**src/rtl/mem_access.sv**
```systemverilog
// mem_access: pipeline MEM stage with req/ack data bus, lane alignment, misalign and bus-timeout detection
module mem_access #(
    parameter int TIMEOUT_CYCLES = 16
) (
    input  logic        clk,
    input  logic        rst,
    input  logic [31:0] ALU_co_pype,
    input  logic [31:0] read_data2_pype2,
    input  logic [31:0] PCp4_pype2,
    input  logic [4:0]  WReg_pype2,
    input  logic [2:0]  writeback_control_pype2,
    input  logic [1:0]  MemRW_pype2,
    input  logic [2:0]  funct3_pype2,
    input  logic [1:0]  dsize_pype2,
    input  logic        is_csr_pype2,
    input  logic [11:0] csr_pype2,
    output logic        dmem_req,
    output logic        dmem_we,
    output logic [31:0] dmem_addr,
    output logic [3:0]  dmem_be,
    output logic [31:0] dmem_wdata,
    input  logic        dmem_ack,
    input  logic [31:0] dmem_rdata,
    output logic        mem_stall,
    output logic [31:0] ALU_co_pype3,
    output logic [31:0] load_data_pype3,
    output logic [31:0] PCp4_pype3,
    output logic [4:0]  WReg_pype3,
    output logic [2:0]  writeback_control_pype3,
    output logic        is_csr_pype3,
    output logic [11:0] csr_pype3,
    output logic        misalign_pype3,
    output logic        buserr_pype3
);
    typedef enum logic {IDLE, REQ} state_t;
    state_t state, state_nxt;
    logic [31:0] cnt, lane, ext, wdata;
    logic [3:0] be;
    logic [1:0] off;
    logic mem_op, misalign, timeout, start, done, cap, mis_cap;

    assign mem_op = |MemRW_pype2;
    assign misalign = mem_op && ((dsize_pype2 == 2'b01 && ALU_co_pype[0]) ||
                                 (dsize_pype2 == 2'b10 && |ALU_co_pype[1:0]));
    assign timeout = state == REQ && !dmem_ack && TIMEOUT_CYCLES != 0 &&
                     cnt == 32'(TIMEOUT_CYCLES - 1);

    always_ff @(posedge clk or posedge rst) begin
        if (rst) begin
            state <= IDLE;
            cnt <= '0;
        end else begin
            state <= state_nxt;
            cnt <= (state == REQ && !done) ? cnt + 32'd1 : '0;
        end
    end

    always_comb begin
        state_nxt = state == IDLE ? (start ? REQ : IDLE) : (done ? IDLE : REQ);
    end

    always_comb begin
        start = state == IDLE && mem_op && !misalign;
        done = state == REQ && (dmem_ack || timeout);
        cap = state == IDLE ? !start : done;
        mis_cap = state == IDLE && misalign;
        mem_stall = !rst && (state == IDLE ? start : !done);
    end

    always_comb begin
        be = dsize_pype2 == 2'b00 ? 4'b0001 << ALU_co_pype[1:0] :
             dsize_pype2 == 2'b01 ? (ALU_co_pype[1] ? 4'b1100 : 4'b0011) : 4'b1111;
        wdata = dsize_pype2 == 2'b00 ? {4{read_data2_pype2[7:0]}} :
                dsize_pype2 == 2'b01 ? {2{read_data2_pype2[15:0]}} : read_data2_pype2;
        lane = dmem_rdata >> {off, 3'b000};
        ext = funct3_pype2 == 3'b000 ? {{24{lane[7]}}, lane[7:0]} :
              funct3_pype2 == 3'b001 ? {{16{lane[15]}}, lane[15:0]} :
              funct3_pype2 == 3'b100 ? {24'd0, lane[7:0]} :
              funct3_pype2 == 3'b101 ? {16'd0, lane[15:0]} : lane;
    end

    // bus outputs are registered at request start and held until the access ends
    always_ff @(posedge clk or posedge rst) begin
        if (rst) begin
            dmem_req <= 1'b0;
            dmem_we <= 1'b0;
            dmem_addr <= '0;
            dmem_be <= '0;
            dmem_wdata <= '0;
            off <= '0;
        end else if (start) begin
            dmem_req <= 1'b1;
            dmem_we <= !MemRW_pype2[1];
            dmem_addr <= {ALU_co_pype[31:2], 2'b00};
            dmem_be <= be;
            dmem_wdata <= wdata;
            off <= ALU_co_pype[1:0];
        end else if (done) begin
            dmem_req <= 1'b0;
        end
    end

    always_ff @(posedge clk or posedge rst) begin
        if (rst) begin
            ALU_co_pype3 <= '0;
            load_data_pype3 <= '0;
            PCp4_pype3 <= '0;
            WReg_pype3 <= '0;
            writeback_control_pype3 <= '0;
            is_csr_pype3 <= 1'b0;
            csr_pype3 <= '0;
            misalign_pype3 <= 1'b0;
            buserr_pype3 <= 1'b0;
        end else if (cap) begin
            ALU_co_pype3 <= ALU_co_pype;
            load_data_pype3 <= (state == REQ && dmem_ack && MemRW_pype2[1]) ? ext : '0;
            PCp4_pype3 <= PCp4_pype2;
            WReg_pype3 <= WReg_pype2;
            writeback_control_pype3 <= (mis_cap || timeout) ? 3'd0 : writeback_control_pype2;
            is_csr_pype3 <= mis_cap ? 1'b0 : is_csr_pype2;
            csr_pype3 <= csr_pype2;
            misalign_pype3 <= mis_cap;
            buserr_pype3 <= timeout;
        end
    end
endmodule

```
**config.mk**
```make
export PLATFORM = sky130hd
export DESIGN_NAME = mem_access
export DESIGN_NICKNAME = d
export VERILOG_FILES = /design/src/rtl/mem_access.sv
export SDC_FILE = /design/constraint.sdc
export NUM_CORES = 1
export LEC_CHECK = 0
export BUFFER_PORTS_ARGS = -buffer_cell sky130_fd_sc_hd__buf_2
export CORE_ASPECT_RATIO = 1.75
export CORE_UTILIZATION = 50
export DETAILED_ROUTE_END_ITERATION = 8
export PLACE_DENSITY = 0.81
export SYNTH_ARGS = -nofsm -noshare
export SYNTH_HDL_FRONTEND = slang
export SYNTH_SLANG_ARGS = --single-unit
```
**constraint.sdc**
```tcl
create_clock -name clk -period 9.6 [get_ports clk]
set_clock_uncertainty 0.15 [all_clocks]
set_input_delay 0 -clock clk [delete_from_list [all_inputs] [get_ports clk]]
set_output_delay 0 -clock clk [all_outputs]
set_load 0.02 [all_outputs]
```
==> impl_metrics.csv <==
group,metric,value,unit
run_status,status,"finished clean",
flow_run,maxCapViolCount,0,
synth,ys_ff_latch,222,
floorplan,coreArea,18700,µm²
finish,drive_gt1_frac,0.349,
clocking,cts_tree,"built",
setup_path,reg2regPathDepth,6,
routing,routed_wl,36400,µm
placement,preCtsSetupSlack,6.12,ns
sta,rsz0062_at_grt,"no",
setup_path,r2r_start,"state",
grt,grt_usage,0.363,
setup_path,arrival,3.36,ns
synth,synth_cells,867,
setup_path,crit_top_cell,"nor2_1",
finish,final_cell_mix,"buf_2, dfrtp_1, dlygate4sd3_1",
sta,setup_tns,0,ns
finish,area_growth,45.4,%
routing,post_drt_wl_per_cell,22.4,µm
grt,grt_pass1_wl,54600,µm
setup_path,endpoint_kind,"output port",
routing,drt_pass1_iterations,5,
synth,synth_edf_count,0,
floorplan,die_area,19800,µm²
sta,setup_violations,0,
worst_hold_path,min_path_type,"in -> reg",
clocking,numCtsBuffers,21,
sta,fin_ws,6.09,ns
grt,grt_pass1_vias,9761,
setup_path,crit_slowest_cell,"nand2_4",
sta,period_share,0.365,
sta,tightest_slew,1.29,ns
synth,syn_area,9620,µm²
clocking,cts_max_level,1,
setup_path,crit_type,"reg -> out",
pwr,ir_worst_vdd,238,µV
clocking,cts.sinks,222,
setup_path,crit_fanout,91,
setup_path,startpoint,"state",
synth,ys.warnings.count,0,
routing,drtIter0Drc,916,
synth,synthFlopType,"dfrtp_1",
sta,hold_viol_final,0,
placement,place.gp.congestion,0.947,
clocking,cts-root-buf,"clkbuf_16",
pwr,p_per_area,241,nW/µm²
clocking,cts_setup_buffers,0,
synth,synth_cell_types,47,
sta,fmax,0.285,GHz
finish,finalInstanceArea,14000,µm²
synth,synth_async_sr_flop_share,1.00,
floorplan,die_x,107,µm
grt,grt_antenna_before_repair,3,
clocking,postCtsHoldBufs,177,
setup_path,crit_end,"mem_stall",
synth,avgSynthCellArea,11.1,µm²
floorplan,initial_core_util,0.513,
setup_path,rrSetupSlack,6.14,ns
routing,via_per_inst,5.74,
floorplan,rows,66,
grt,grt_max_degree,143,
routing,num_vias,9318,
floorplan,io_pins,349,
finish,final_common_cell,"buf_2",
sta,drv_slew,0,
clocking,clock_latency,0.50,ns
finish,nets,1529,
floorplan,fp.dieH,185,µm
clocking,cts.reportedPaths.clkPinSlew,0.07,ns
placement,place_area,11500,µm²
setup_path,worstSetupStartpointType,"flip-flop",
setup_path,critPathMaxStageDelay,0.64,ns
setup_path,crit_required,9.45,ns
setup_path,regToRegEndpoint,"is_csr_pype3",
pwr,p_leak,6.85,nW
sta,post-route-min-period,3.51,ns
placement,port_buffers,346,
clocking,cts_buffer_depth,3,
grt,grt_overflow,0,
clocking,cts_resized,0,
synth,ys_seq_area_frac,0.578,
setup_path,crit_chain,"nor2_1 > nand2_4 > and2_4 > buf_4 > nor2_1 > buf_2",
routing,antenna_left,0,
routing,route.detailed.drc,0,
sta,max-slew-margin-rel,0.129,
placement,hpwl,20000,µm
## where the power goes
| part | switching, mW | internal (mW) | leakage [nW] |
|---|---|---|---|
| combinational | 0.724 | 0.446 | 3.73 |
| clock | 0.394 | 0.507 | 0.342 |
| sequential | 0.155 | 1.15 | 2.78 |
| total | 1.27 | 2.10 | 6.85 |
## final cells by class
cell class                 instances  area, µm²
tap                              238        298
clock inverter                    13        171
antenna                            2       5.00
multi-input combinational        589       3820
clock buffer                      25        561
fill                            1110       4760
inverter                           8       37.5
sequential                       222       5560
timing repair buffer             527       3530
## per-layer routing
| metal | GRT usage | share of wire |
|---|---|---|
| met5 | 0 | 0.00044 |
| met4 | 0.273 | 0.086 |
| met3 | 0.100 | 0.085 |
| met2 | 0.604 | 0.49 |
| met1 | 0.392 | 0.34 |
## per-stage QoR
| step | utilization | power, mW | std cells | hold WS [ns] |
|---|---|---|---|---|
| 6_report | 0.746 | 3.37 | 1624 | 0.0218 |
| 5_1_grt | 0.746 | 3.50 | 1624 | 0.0482 |
| 4_1_cts | 0.746 | 3.29 | 1622 | 0.00241 |
| 3_5_place_dp | 0.612 | 2.31 | 1407 | 0.0562 |
| 3_3_place_gp | 0.612 | 2.28 | 1407 | 0.0542 |
| 2_1_floorplan | - | 1.93 | 868 | -0.0702 |
## cells in the mapped netlist (3+ instances only)
master / n / share of area
a21oi_1: 33 / 0.017
and3_1: 4 / 0.0026
clkbuf_1: 30 / 0.012
o21ai_0: 48 / 0.025
nor4_1: 13 / 0.0085
buf_2: 12 / 0.0062
buf_4: 4 / 0.0031
nor3_1: 8 / 0.0042
xor2_1: 6 / 0.0055
nand4_1: 7 / 0.0046
inv_1: 7 / 0.0027
and4_1: 4 / 0.0036
nand2_1: 170 / 0.066
xnor2_1: 19 / 0.017
a21o_1: 8 / 0.0062
o2bb2ai_1: 8 / 0.0073
a22oi_1: 8 / 0.0062
or2_2: 3 / 0.0020
nand3_1: 13 / 0.0068
dfrtp_1: 222 / 0.58
a22o_1: 22 / 0.020
mux2_2: 88 / 0.10
nor2_1: 51 / 0.020
mux2i_1: 43 / 0.045
or3_1: 7 / 0.0046
and2_1: 4 / 0.0026
## cell families after synthesis
kind of cell | after synthesis | synth area share
flops | 222 | 0.578
mux | 131 | 0.148
simple gates | 290 | 0.130
compound gates | 140 | 0.0940
xor+xnor | 25 | 0.0228
fa+ha+maj | 1 | 0.00130
buf+inv | 57 | 0.0262
other cells | 1 | 0.000390
## worst max-delay path: cells and delay by family, from the launching register on
family | cells | cell delay (ns)
buf+inv | 2 | 0.56
flops | 1 | 0.43
simple gates | 4 | 1.73
## state kept, by name (all words and copies together), names as in the netlist, 2 cells and up
| signal | flops |
|---|---|
| ALU_co_pype3 | 32 |
| PCp4_pype3 | 32 |
| cnt | 32 |
| dmem_wdata | 32 |
| load_data_pype3 | 32 |
| dmem_addr | 30 |
| csr_pype3 | 12 |
| WReg_pype3 | 5 |
| dmem_be | 4 |
| writeback_control_pype3 | 3 |
| off | 2 |
## how the worst min path moves through the flow
stage / depth (start not counted) / slack (ns) / endpoint / from
after floorplan: 1 / -0.07 / mem_stall / rst
after global placement: 3 / 0.05 / dmem_addr[30] / ALU_co_pype[30]
after detailed placement: 3 / 0.06 / dmem_addr[24] / ALU_co_pype[24]
after CTS: 4 / 0.002 / dmem_be[2] / dsize_pype2[0]
after global routing: 3 / 0.05 / dmem_be[1] / dsize_pype2[0]
final: 4 / 0.02 / dmem_be[2] / dsize_pype2[0]
Power figures use the tool's default switching activity.
